--- config.mk ---
export PLATFORM = sky130hd
export DESIGN_NAME = ble6_cfg_writer
export DESIGN_NICKNAME = d
export VERILOG_FILES = /design/src/rtl/ble6_cfg_pkg.sv /design/src/rtl/ble6_cfg_writer_dec.sv /design/src/rtl/ble6_cfg_writer.sv
export SDC_FILE = /design/constraint.sdc
export NUM_CORES = 1
export LEC_CHECK = 0
export CORE_UTILIZATION = 43
export DETAILED_ROUTE_END_ITERATION = 6
export GPL_TIMING_DRIVEN = 0
export PLACE_DENSITY = 0.73
export SLEW_MARGIN = 10
export SYNTH_ARGS = -nofsm -noshare
export SYNTH_HDL_FRONTEND = slang
export SYNTH_SLANG_ARGS = --single-unit
--- constraint.sdc ---
create_clock -name clk -period 2.3 [get_ports clk]
set_input_delay 0.345 -clock clk [delete_from_list [all_inputs] [get_ports clk]]
set_output_delay 0.345 -clock clk [all_outputs]
set_load 0.1 [all_outputs]
--- src/rtl/ble6_cfg_pkg.sv ---
// Shared types and constants for the BLE6 configuration writer.
package ble6_cfg_pkg;

   // Writer FSM states
   typedef enum logic [2:0] {
      ST_IDLE  = 3'd0,
      ST_FETCH = 3'd1,
      ST_SETUP = 3'd2,
      ST_PULSE = 3'd3,
      ST_HOLD  = 3'd4,
      ST_DONE  = 3'd5
   } cfg_wr_state_t;

   localparam int unsigned BLE6_NUM_CELLS = 66;
   localparam int unsigned BLE6_LUT_CELLS = 64;
   localparam int unsigned CFG_PULSE_CNT_W = 4;

   // Number of bitstream words needed to cover all cells (ceil division)
   function automatic int unsigned cfg_num_words(input int unsigned cells, input int unsigned data_w);
      return (cells + data_w - 1) / data_w;
   endfunction

endpackage

--- src/rtl/ble6_cfg_writer_dec.sv ---
// Index to one-hot decoder with enable; bit 0 of the output is cell 0.
module cfg_onehot_dec #(
   parameter int unsigned N     = 66,
   parameter int unsigned IDX_W = 7
) (
   input  logic [IDX_W-1:0] idx,
   input  logic             en,
   output logic [0:N-1]     onehot_c
);

   // Combinational one-hot select of cell idx when enabled
   always_comb begin
      onehot_c = '0;
      for (int unsigned i = 0; i < N; i++) begin
         if (en && (idx == IDX_W'(i))) begin
            onehot_c[i] = 1'b1;
         end
      end
   end

endmodule

--- src/rtl/ble6_cfg_writer.sv ---
// Streams a packed bitstream into the bl/wl memory port of one BLE6,
// one cell at a time: set bl, pulse wl, hold bl, advance.
module ble6_cfg_writer
   import ble6_cfg_pkg::*;
#(
   parameter int unsigned NUM_CELLS = BLE6_NUM_CELLS,
   parameter int unsigned DATA_W    = 8,
   parameter int unsigned WL_PULSE  = 2
) (
   input  logic                clk,
   input  logic                reset,
   input  logic                start,
   input  logic [DATA_W-1:0]   cfg_data,
   input  logic                cfg_valid,
   output logic                cfg_ready,
   output logic [0:NUM_CELLS-1] bl,
   output logic [0:NUM_CELLS-1] wl,
   output logic                busy,
   output logic                done
);

   localparam int unsigned IDX_W = $clog2(NUM_CELLS);
   localparam int unsigned BP_W  = (DATA_W > 1) ? $clog2(DATA_W) : 1;

   cfg_wr_state_t              state_q, state_d;
   logic [IDX_W-1:0]           idx_q, idx_d;
   logic [BP_W-1:0]            bp_q, bp_d;
   logic [DATA_W-1:0]          word_q, word_d;
   logic [CFG_PULSE_CNT_W-1:0] cnt_q, cnt_d;

   logic                       cell_active;
   logic                       wl_en;
   logic                       cell_bit;
   logic [0:NUM_CELLS-1]       wl_d;
   logic [0:NUM_CELLS-1]       bl_d;

   // Next-state, datapath and next-output logic
   always_comb begin
      state_d = state_q;
      idx_d   = idx_q;
      bp_d    = bp_q;
      word_d  = word_q;
      cnt_d   = cnt_q;

      unique case (state_q)
         ST_IDLE: begin
            if (start) begin
               state_d = ST_FETCH;
               idx_d   = '0;
            end
         end
         ST_FETCH: begin
            // cfg_ready is high for the whole FETCH state
            if (cfg_valid) begin
               word_d  = cfg_data;
               bp_d    = '0;
               state_d = ST_SETUP;
            end
         end
         ST_SETUP: begin
            state_d = ST_PULSE;
            cnt_d   = CFG_PULSE_CNT_W'(WL_PULSE - 1);
         end
         ST_PULSE: begin
            if (cnt_q == '0) begin
               state_d = ST_HOLD;
            end else begin
               cnt_d = cnt_q - CFG_PULSE_CNT_W'(1);
            end
         end
         ST_HOLD: begin
            if (idx_q == IDX_W'(NUM_CELLS - 1)) begin
               state_d = ST_DONE;
            end else if (bp_q == BP_W'(DATA_W - 1)) begin
               idx_d   = idx_q + IDX_W'(1);
               state_d = ST_FETCH;
            end else begin
               idx_d   = idx_q + IDX_W'(1);
               bp_d    = bp_q + BP_W'(1);
               state_d = ST_SETUP;
            end
         end
         ST_DONE: begin
            state_d = ST_IDLE;
         end
         default: begin
            state_d = ST_IDLE;
         end
      endcase

      // Outputs are computed from the next state so the registers line up with it
      cell_active = (state_d == ST_SETUP) || (state_d == ST_PULSE) || (state_d == ST_HOLD);
      wl_en       = (state_d == ST_PULSE);
      cell_bit    = word_d[bp_d];
   end

   // Word-line strobe decoder
   cfg_onehot_dec #(
      .N     (NUM_CELLS),
      .IDX_W (IDX_W)
   ) u_wl_dec (
      .idx      (idx_d),
      .en       (wl_en),
      .onehot_c (wl_d)
   );

   // Bit-line select mask; only the active cell may carry a 1
   cfg_onehot_dec #(
      .N     (NUM_CELLS),
      .IDX_W (IDX_W)
   ) u_bl_dec (
      .idx      (idx_d),
      .en       (cell_active && cell_bit),
      .onehot_c (bl_d)
   );

   // State, datapath and registered outputs with synchronous active-low reset
   always_ff @(posedge clk) begin
      if (!reset) begin
         state_q   <= ST_IDLE;
         idx_q     <= '0;
         bp_q      <= '0;
         word_q    <= '0;
         cnt_q     <= '0;
         cfg_ready <= 1'b0;
         bl        <= '0;
         wl        <= '0;
         busy      <= 1'b0;
         done      <= 1'b0;
      end else begin
         state_q   <= state_d;
         idx_q     <= idx_d;
         bp_q      <= bp_d;
         word_q    <= word_d;
         cnt_q     <= cnt_d;
         cfg_ready <= (state_d == ST_FETCH);
         bl        <= bl_d;
         wl        <= wl_d;
         busy      <= (state_d != ST_IDLE);
         done      <= (state_d == ST_DONE);
      end
   end

endmodule

# == Yosys cells after proc, flatten, opt, wreduce, memory -nomap -nowiden ==
# Cells that the tools add are included.
# word_totals
ff_bits,160
in_bits,12
output_inout_bits,135
word_cells,383
# op_classes
order_cmp,1
n_eq_ne,77
muxes,151
addsub,3
n_reduce_logical,141
# op_table
operator,count
$eq 7x6->1 const B,32
$logic_and 1x1->1,133
$mux 1,133
$eq 7x5->1 const B,16
$eq 7x4->1 const B,8
$eq 7x3->1 const B,4
$eq 7x7->1 const B,3
$mux 3,7
$mux 8,2
$pmux 3 s5,1
$eq 7x2->1 const B,2
$mux 7,2
$pmux 7 s2,1
$eq 3x2->1 const B,4
$eq 3x3->1 const B,4
$pmux 4 s2,1
$add 7x1->7 const B,1
$eq 7x1->1 const B,1
$logic_not 7->1,1
$eq 3x1->1 const B,2
$pmux 3 s2,1
$logic_not 4->1,1
$lt 3x4->1 const B,1
$mux 4,1
other kinds (10),11

# == Depth between registers and ports, before layout ==
# Gate-level depths: netlist (run 1).
# depth
ltp_word,10
ltp_mapped,11
ltp_nobuf,9

# == By module ==
# From an unflattened synthesis (run 1), not the netlist that was laid out.
# unflattened
cells_unflattened,659
hier_area_um2,6110.9
# modules_own_cells
mod,area_per_inst_um2,seq_area_each_um2,n_inst,cells_per_inst
ble6_cfg_writer,5057.4,3203.1,1,463
cfg_onehot_dec,526.8,0.0,2,98

# == Least setup slack after synthesis (run 1) ==
# OpenSTA, ideal clock, no wires.
# synth_timing
kind,register to register
from,register idx_q[0]
to,register bl[20] (netlist name)
arrival_ns,2.222
required_ns,2.170
n_path_buf,2
setup_ns,0.130
synth_period_minus_slack_ns,2.352
stages_incl_launch_ff,11
path_slack_ns,-0.052
path_cell_list,dfxtp_1 > ha_1 > nand4bb_2 > o211a_4 > mux2_1 > o21ai_1 > nor4_2 > nor4_4 > buf_6 > buf_6 > nor3_1
# synth_between
elab_chain_cells,9
elab_cells_between_ends,20
classes_between,add/sub (1); eq/ne (5); mux (10); reduce/logical (4)
# synth_rtl
element,line_no,source
"start, declared",ble6_cfg_writer.sv:26,"logic [IDX_W-1:0] idx_q, idx_d;"
"start signal, assigned",ble6_cfg_writer.sv:132,idx_q <= idx_d;
branches (longest 7 deep; another with $add 7x1->7),n/a,
$logic_and 1x1->1 (*),ble6_cfg_writer_dec.sv:15,if (en && (idx == IDX_W'(i))) begin
$mux 1 (*),ble6_cfg_writer_dec.sv:15,
"end signal, assigned",ble6_cfg_writer.sv:137,bl <= bl_d;
"end, declared",ble6_cfg_writer.sv:16,"output logic [0:NUM_CELLS-1] bl,"
# Mark *: on every way between the ends. The select of a mux whose other input is x is not followed.
# A chain may end at the register's enable or synchronous reset.

# == Final worst setup path (run 1) ==
# layout_timing
from,register idx_q[4]
to,register bl[10] (netlist name)
# layout_between
elab_chain_cells,9
elab_cells_between_ends,20
classes_between,add/sub (1); eq/ne (5); mux (10); reduce/logical (4)
# layout_rtl
element,line_no
branches (longest 7 deep; another with $add 7x1->7),n/a
$logic_and 1x1->1 (*),ble6_cfg_writer_dec.sv:15
$mux 1 (*),ble6_cfg_writer_dec.sv:15
# Marked as above.

==> results.ini, run 1 <==
[status]
status = finished with violations
violations = negative setup slack

[pwr]
p_per_area_mw_per_mm2 = 722
clock_power_share_pct = 45.8
irDropWorstVdd_uv = 413
swShare_pct = 23.7
power_frac_comb_pct = 9.5
p_seq_share_pct = 44.7
leakage_nw = 3.12
power_switching_mw = 1.49
p_int_mw = 4.81

[yosys]
synth-edff-count = 0
async_flop_share_pct = 0
mappedNetlistArea_mm2 = 0.00548
syn_nets = 582
yosys-top-cells-area = dfxtp_1 59%, nor2_1 5.3%, nor3_1 4.5%
yosysWarnings = 0
ys_types = 61
synth_area_per_cell_um2 = 9.69
ys_seq_elements = 160
synth_ff_type = dfxtp_1
synth_top_area_share_pct = 58.5
synth_top_area_cell = dfxtp_1
synth.yosys.seq_area_share_pct = 58.5
netlist_instances = 565

[placement]
gp_congestion = 0.818
dp_hpwl_um = 10700
io_buffer_count = 145
place_area_mm2 = 0.00715

[clock_tree]
cts.sink_count = 160
clockRootBuffer = clkbuf_16
cts_tree = yes
path_clk_slew_ns = 0.06
htreeDepth = 4
clock_path_buffers = 2
clkLatencyLatePin_ns = 0.43
cts_buffers = 17

[timing]
finClkSkew_ns = 0.00845
hold_violations = 0
whs_ns = 0.422
slew_violations = 0
period_share_pct = 111
rsz0062_at_grt = yes
tightestPinTransition_ns = 1.04
relSlewSlack_pct = 30.2
setup_violations = 111
fmax_ghz = 0.392
worst_slack_ns = -0.250
fin_crit_ns = 2.55

[floorplanning]
die_h_um = 115
initial_core_util_pct = 44.8
row_count = 40
die_w_um = 115
die-area_mm2 = 0.0132
pin_count = 147
core_area_mm2 = 0.0122

[min_path]
worstHoldStart = reset
hold_class = in -> reg

[worst_setup_path]
endpoint_kind = flop
r2r_cells = 8
r2r_start = idx_q[4]$_SDFF_PN0_
critPathLaunchType = flop
rrSetupSlack_ns = -0.25
cp_slowest_cell = a221o_1
reg2reg_to = bl[10]$_SDFF_PN0_
crit_type = reg -> reg
crit_end = bl[10]$_SDFF_PN0_
cpMostUsedCell = buf_4
path_cells = or2_0 -> buf_4 -> or2_1 -> a221o_1 -> nor2_1 -> buf_4 -> nand2_1 -> nor4_4
crit_start = idx_q[4]$_SDFF_PN0_
required_ns = 2.62
crit_arrival_ns = 2.87
cp_slowest_stage_delay_ns = 0.40
critPathMaxFanout = 10

[routing]
wl_per_cell_um = 18.0
drt_iter0_markers = 569
route.detailed.drc = 0
wirelength_um = 16800
ant_nets = 0
vias = 4938
vias_per_cell = 5.28
first_pass_iters = 5

[global_routing]
globalRouteOverflowTotal = 0
grt_first_pass_wirelength_um = 24900
antenna_found_initial = 0
grt_pass1_vias = 4626
grt_usage_pct = 25.1
grt_max_degree = 17

[final_layout]
area_delta_synth_final_pct = 59.3
drive_gt1_share_pct = 24.6
n_antenna_cell = 0
layout.nets = 773
fin_area_mm2 = 0.00872

[flow_run]
drv_cap = 0

## power groups by stage
stage / clock [mW] / combinational, mW / sequential, mW
2_1_floorplan: 0 / 0.241 / 2.93
3_3_place_gp: 0 / 0.401 / 2.87
3_5_place_dp: 0 / 0.410 / 2.87
4_1_cts: 2.90 / 0.545 / 2.81
5_1_grt: 3.04 / 0.629 / 2.82
6_report: 2.89 / 0.600 / 2.82
## worst max-delay path: cells and delay by family, from the launching register on
kind | cells | cell delay (ns)
DFF | 1 | 0.36
AOI/OAI and AO/OA | 1 | 0.40
buffers and inverters | 2 | 0.43
and+or+nand+nor | 5 | 1.26
## state kept, by name, summed over array words and instances (netlist names), 3 cells and up
register and flops:
bl 66, wl 66, word_q 8, idx_q 7
cnt_q 4, bp_q 3, state_q 3
## placed cells by master, fill, tap and decap left out, types with 3 or more instances in the layout
| master | instances |
|---|---|
| clkbuf_16 | 17 |
| nor3b_1 | 3 |
| nand3_1 | 16 |
| bufinv_16 | 3 |
| buf_6 | 7 |
| nor4_2 | 6 |
| buf_8 | 5 |
| and2_1 | 15 |
| nor2_1 | 71 |
| nand2_2 | 5 |
| dlymetal6s2s_1 | 4 |
| nor2_4 | 4 |
| nor2b_1 | 9 |
| nor4_4 | 17 |
| buf_4 | 34 |
| dfxtp_1 | 153 |
| and2_4 | 3 |
| o21ai_2 | 3 |
| nand2_1 | 49 |
| nor2_2 | 4 |
| clkbuf_8 | 4 |
| nand3_2 | 6 |
| o21ai_4 | 3 |
| o31ai_1 | 3 |
| o21ai_0 | 8 |
| clkdlybuf4s50_1 | 140 |
| buf_2 | 5 |
| dfxtp_2 | 3 |
| a21boi_0 | 9 |
| clkbuf_4 | 7 |
| clkbuf_2 | 5 |
| inv_1 | 4 |
| dfxtp_4 | 4 |
| nor3_1 | 45 |
| nor3_2 | 4 |
| a21oi_1 | 6 |
| nor4_1 | 3 |
| clkbuf_1 | 7 |
## synthesized netlist by cell type, types with 3 or more instances
cell and n:
dfxtp_1 160, nor2_1 78, nand2_1 56, nor3_1 49, clkbuf_1 24, nand3_1 23, nor4_1 23, and2_1 17
nor2b_1 12, buf_2 11, o21ai_0 10, a21boi_0 9, a21oi_1 6, buf_6 6, ha_1 5, inv_1 5
o21ai_1 5, nand2b_1 4, nor3b_1 4, nor4b_2 3, o31ai_1 3
## cells by family after synthesis
| family | synth area share, % |
|---|---|
| AO/OA/AOI/OAI | 7.08 |
| XOR/XNOR | 0.320 |
| adder cells (fa/ha/maj) | 1.14 |
| buffers and inverters | 4.36 |
| flip-flops | 58.5 |
| multiplexers | 1.39 |
| AND/OR/NAND/NOR | 27.2 |
## area by class of cell
type	count	area (µm²)
clock buffers	23	478
flip-flops and latches	160	3220
inverters	5	18.8
fillers	825	3490
multi-input cells	357	2630
clock inverters	8	129
well taps	168	210
repair buffers	177	1730
plain buffers	38	313
## layer usage
layer	routed length [µm]	GRT usage (%)
met5	0	0
met2	8360	42.8
met1	7120	30.1
met4	473	9.35
met3	883	7.01
## through the flow
step | power (mW) | cells | setup TNS, ns | setup slack [ns] | utilization (%)
after floorplan | 3.17 | 565 | 0 | 0.0194 | -
after global placement | 3.27 | 878 | -59.04 | -0.662 | 58.5
after detailed placement | 3.28 | 878 | -58.26 | -0.637 | 58.5
after CTS | 6.26 | 929 | -7.48 | -0.137 | 68.9
after global routing | 6.48 | 936 | -26.07 | -0.331 | 71.4
final | 6.30 | 936 | -15.86 | -0.250 | 71.4
## worst min path at each step
stage | end | slack (ns) | depth (start not counted)
global placement | word_q[7]$_SDFF_PN0_ | 0.45 | 2
CTS | word_q[7]$_SDFF_PN0_ | 0.38 | 2
detailed placement | word_q[6]$_SDFF_PN0_ | 0.47 | 2
floorplan | word_q[7]$_SDFF_PN0_ | 0.44 | 2
finish | word_q[7]$_SDFF_PN0_ | 0.42 | 2
global route | cnt_q[2]$_SDFFE_PN0P_ | 0.45 | 2
## repair_timing
action | 4_1_cts | 5_1_grt
setup buffers | 22 | 9
gates cloned | 2 | 0
hold buffers | 0 | 0
gates resized for setup | 125 | 74
endpoints found under the setup margin | 133 | 137
pin swaps | 28 | 13
Power figures use the tool's default switching activity.
==> run 2: changes to the inputs <==
Settings changed: CORE_UTILIZATION 43 to 40, PLACE_DENSITY 0.73 to 0.69.
==> results.ini, run 2 (synthesis results as in run 1) <==
[floorplanning]
die_h_um = 119
die_w_um = 119
core_area_mm2 = 0.0133
row_count = 42
initial_core_util_pct = 41.2
pin_count = 147
die-area_mm2 = 0.0142

[timing]
hold_violations = 0
fmax_ghz = 0.398
relSlewSlack_pct = 29.6
fin_crit_ns = 2.51
worst_slack_ns = -0.213
rsz0062_at_grt = yes
period_share_pct = 109
slew_violations = 0
tightestPinTransition_ns = 1.05
setup_violations = 106
finClkSkew_ns = 0.0118

[pwr]
p_per_area_mw_per_mm2 = 714
power_frac_comb_pct = 9.6
p_seq_share_pct = 45.5
swShare_pct = 24.8
total_power_mw = 6.18
power_switching_mw = 1.53
p_int_mw = 4.65
leakage_nw = 3.07
irDropWorstVdd_uv = 541
clock_power_share_pct = 44.8

[status]
status = finished with violations
violations = negative setup slack

[flow_run]
drv_cap = 0

[worst_setup_path]
critPathLaunchType = flop
crit_type = reg -> reg
critPathMaxFanout = 8
required_ns = 2.63
endpoint_kind = flop
crit_arrival_ns = 2.84

[placement]
io_buffer_count = 145
gp_congestion = 0.828
placed_cells = 886
dp_hpwl_um = 10600

[clock_tree]
htreeDepth = 4
cts.sink_count = 160
clkLatencyLatePin_ns = 0.43
clock_path_buffers = 2
cts_tree = yes
clockRootBuffer = clkbuf_16
cts_buffers = 17
ctsHoldBuffers = 0
path_clk_slew_ns = 0.06

[routing]
vias = 4882
ant_nets = 0
wirelength_um = 16100
vias_per_cell = 5.20
route.detailed.drc = 0
first_pass_iters = 5
wl_per_cell_um = 17.1
drt_iter0_markers = 391

[final_layout]
final_cell_mix = 154 x dfxtp_1, 145 x clkdlybuf4s50_1, 70 x nor2_1, 48 x nand2_1, 32 x nor3_1
layout.nets = 767
biggestRegsByFlops = bl (66), wl (66), word_q (8)
drive_gt1_share_pct = 25.4
mostFrequentLayoutCell = dfxtp_1
fin_cells = 939
n_antenna_cell = 0
area_delta_synth_final_pct = 58.2

[global_routing]
globalRouteOverflowTotal = 0
grt_max_degree = 17
grt_pass1_vias = 4712
grt_first_pass_wirelength_um = 24500
grt_usage_pct = 22.2
antenna_found_initial = 0

[min_path]
hold_class = in -> reg

## run 2: layer usage
metal	global-route usage [%]	vias up	routed length [µm]
li1	-	2298	-
met1	27.3	2308	6900
met2	36.7	226	7760
met3	5.22	50	892
met4	10.4	0	541
met5	0	-	0
## run 2: worst max-delay path: stages (launching register included)
cell and delay, ns:
dfxtp_4 0.35, inv_2 0.06, ha_4 0.14, nand4bb_4 0.15, o211a_4 0.31, mux2i_4 0.21
buf_6 0.13, buf_4 0.13, nor3_2 0.26, nor4_4 0.07, buf_6 0.18, buf_4 0.15
nor4_4 0.27
## run 2: path summary, 6_finish.rpt
kind | start | end | slack (ns) | cells after the start
max | idx_q[1]$_SDFF_PN0_ | bl[0]$_SDFF_PN0_ | -0.21 | 12
min | reset | word_q[0]$_SDFF_PN0_ | 0.38 | 2
max reg2reg | idx_q[1]$_SDFF_PN0_ | bl[0]$_SDFF_PN0_ | -0.21 | 12
min reg2reg | word_q[6]$_SDFF_PN0_ | word_q[6]$_SDFF_PN0_ | 0.46 | 2
## run 2: final cells by class
cell class	instances	area, µm²
inverter	5	18.8
sequential	160	3220
timing repair buffer	171	1700
multi-input combinational	357	2610
buffer	38	310
clock buffer	21	450
fill	1006	4640
clock inverter	11	129
tap	176	220
## run 2: stage by stage
stage | cell area [µm²] | util, % | hold WS (ns) | setup WS, ns | TNS, ns
after floorplan | 5490 | - | 0.443 | 0.0194 | 0
after global routing | 8660 | 65.1 | 0.414 | -0.272 | -23.22
final | 8660 | 65.1 | 0.385 | -0.213 | -14.12
after CTS | 8280 | 62.3 | 0.386 | -0.245 | -12.83
after global placement | 7160 | 53.8 | 0.455 | -0.679 | -58.91
after detailed placement | 7160 | 53.8 | 0.459 | -0.661 | -58.42
## run 2: timing repair
| action | CTS | global route |
|---|---|---|
| buffers inserted | 19 | 7 |
| pin swaps | 12 | 29 |
| setup endpoints to repair | 132 | 133 |
| cloned | 1 | 0 |
| gates resized for setup | 98 | 105 |
| hold endpoints to repair | 0 | 0 |
## run 2: power by group through the flow
stage	Sequential (mW)	Combinational (mW)	Clock, mW
2_1_floorplan	2.93	0.241	0
3_3_place_gp	2.87	0.404	0
3_5_place_dp	2.87	0.415	0
4_1_cts	2.81	0.554	2.76
5_1_grt	2.82	0.624	2.88
6_report	2.82	0.594	2.77
==> run 3: changes to the inputs <==
Settings changed: CORE_MARGIN set to 8.
==> results.ini, run 3 (synthesis results as in run 1) <==
[timing]
fin_crit_ns = 2.55
finClkSkew_ns = 0.00659
rsz0062_at_grt = yes
relSlewSlack_pct = 29.9
tightestPinTransition_ns = 1.05
period_share_pct = 111
setup_violations = 116
fmax_ghz = 0.392
hold_violations = 0
finalSetupTns_ns = -15.03
worst_slack_ns = -0.251
slew_violations = 0

[global_routing]
globalRouteOverflowTotal = 0
grt_max_degree = 17
grt_usage_pct = 18.7
antenna_found_initial = 0
grt_first_pass_wirelength_um = 26100
grt_pass1_vias = 4815

[routing]
first_pass_iters = 4
vias_per_cell = 5.05
vias = 4733
wirelength_um = 16900
route.detailed.drc = 0
wl_per_cell_um = 18.0
ant_nets = 0
drt_iter0_markers = 281

[pwr]
p_int_mw = 4.89
p_per_area_mw_per_mm2 = 740
clock_power_share_pct = 46.8
irDropWorstVdd_uv = 492
total_power_mw = 6.29
p_seq_share_pct = 44.7
swShare_pct = 22.3
power_switching_mw = 1.40
power_frac_comb_pct = 8.4
leakage_nw = 3.03

[clock_tree]
clock_path_buffers = 2
cts_tree = yes
ctsHoldBuffers = 0
htreeDepth = 4
path_clk_slew_ns = 0.06
clkLatencyLatePin_ns = 0.42
cts.sink_count = 160
cts_buffers = 17
clockRootBuffer = clkbuf_16

[worst_setup_path]
endpoint_kind = flop
required_ns = 2.61
cp_slowest_cell = dfxtp_4
path_cells = inv_2 -> ha_4 -> nand4bb_4 -> o211a_4 -> mux2i_4 -> buf_4 -> nor3_2 -> nor4_4 -> buf_4 -> buf_8 -> nor4_4
cp_slowest_stage_delay_ns = 0.34
crit_arrival_ns = 2.86
crit_type = reg -> reg
critPathMaxFanout = 10
critPathLaunchType = flop

[final_layout]
fill_cells = 1054
layout.nets = 768
area_delta_synth_final_pct = 55.3
drive_gt1_share_pct = 23.1
mostFrequentLayoutCell = dfxtp_1
n_antenna_cell = 0
fin_cells = 938
final_cell_mix = 153 x dfxtp_1, 144 x clkdlybuf4s50_1, 71 x nor2_1, 48 x nand2_1, 46 x nor3_1
postLayoutCoreUtil_pct = 63.9
biggestRegsByFlops = bl (66), wl (66), word_q (8)

[floorplanning]
row_count = 42
die_w_um = 133
die_h_um = 133
die-area_mm2 = 0.0177
initial_core_util_pct = 41.2
core_area_mm2 = 0.0133
pin_count = 147

[min_path]
hold_class = in -> reg

[placement]
placed_cells = 886
dp_hpwl_um = 11700
gp_congestion = 0.802
io_buffer_count = 145

[flow_run]
drv_cap = 0

[status]
status = finished with violations
violations = negative setup slack

-- run 3: changes by cell type in the layout (fill, tap and decap cells not counted), sizes merged --
cell           delta
clkbuf            -2
clkdlybuf4s50     -1
inv               -1
dlymetal6s2s      +1
bufinv            +2
clkinv            -2
clkinvlp          -1
buf               +3
-- run 3: worst max-delay path, delay by kind of cell, from the launching register on --
kind	cells	cell delay (ns)
mux	1	0.24
compound gates	1	0.34
simple gates	4	0.88
flops	1	0.34
fa+ha+maj	1	0.14
buf+inv	4	0.51
-- run 3: power by group through the flow --
stage               clock, mW  sequential (mW)  combinational, mW
detailed placement          0             2.87              0.413
finish                   2.95             2.82              0.531
floorplan                   0             2.93              0.241
global placement            0             2.87              0.404
CTS                      2.98             2.81              0.497
global route             3.10             2.82              0.565
-- run 3: repair_timing --
item / in CTS / in global routing
setup endpoints to repair: 133 / 133
buffers inserted: 15 / 9
pin swaps: 8 / 6
cloned: 0 / 2
hold endpoints to repair: 0 / 0
resized for setup: 109 / 52
-- run 3: final timing paths --
path / from / end / slack (ns) / cells after the start
setup reg to reg: idx_q[1]$_SDFF_PN0_ / bl[5]$_SDFF_PN0_ / -0.25 / 11
hold reg to reg: word_q[7]$_SDFF_PN0_ / word_q[7]$_SDFF_PN0_ / 0.47 / 2
setup / recovery: idx_q[1]$_SDFF_PN0_ / bl[5]$_SDFF_PN0_ / -0.25 / 11
hold / removal: reset / cnt_q[2]$_SDFFE_PN0P_ / 0.39 / 2
-- run 3: final cells by class --
type / instances / area (µm²) / share of cell area (%)
Sequential cell: 160 / 3220 / 37.9
Multi-Input combinational cell: 357 / 2400 / 28.3
Timing Repair Buffer: 171 / 1690 / 19.9
Clock buffer: 21 / 470 / 5.53
Buffer: 39 / 319 / 3.75
Tap cell: 176 / 220 / 2.59
Clock inverter: 9 / 155 / 1.82
Inverter: 5 / 18.8 / 0.221
-- run 3: through the flow --
| step | hold WS (ns) | instance area [µm²] | worst slack [ns] |
|---|---|---|---|
| 3_3_place_gp | 0.454 | 7160 | -0.680 |
| 5_1_grt | 0.421 | 8500 | -0.305 |
| 6_report | 0.394 | 8500 | -0.251 |
| 4_1_cts | 0.387 | 8270 | -0.182 |
| 2_1_floorplan | 0.443 | 5490 | 0.0194 |
| 3_5_place_dp | 0.459 | 7160 | -0.695 |
-- run 3: metal layers --
metal	track usage, %	routed length, µm
met5	0	0
met4	7.63	316
met3	6.21	1240
met2	31.7	8170
met1	21.0	7170
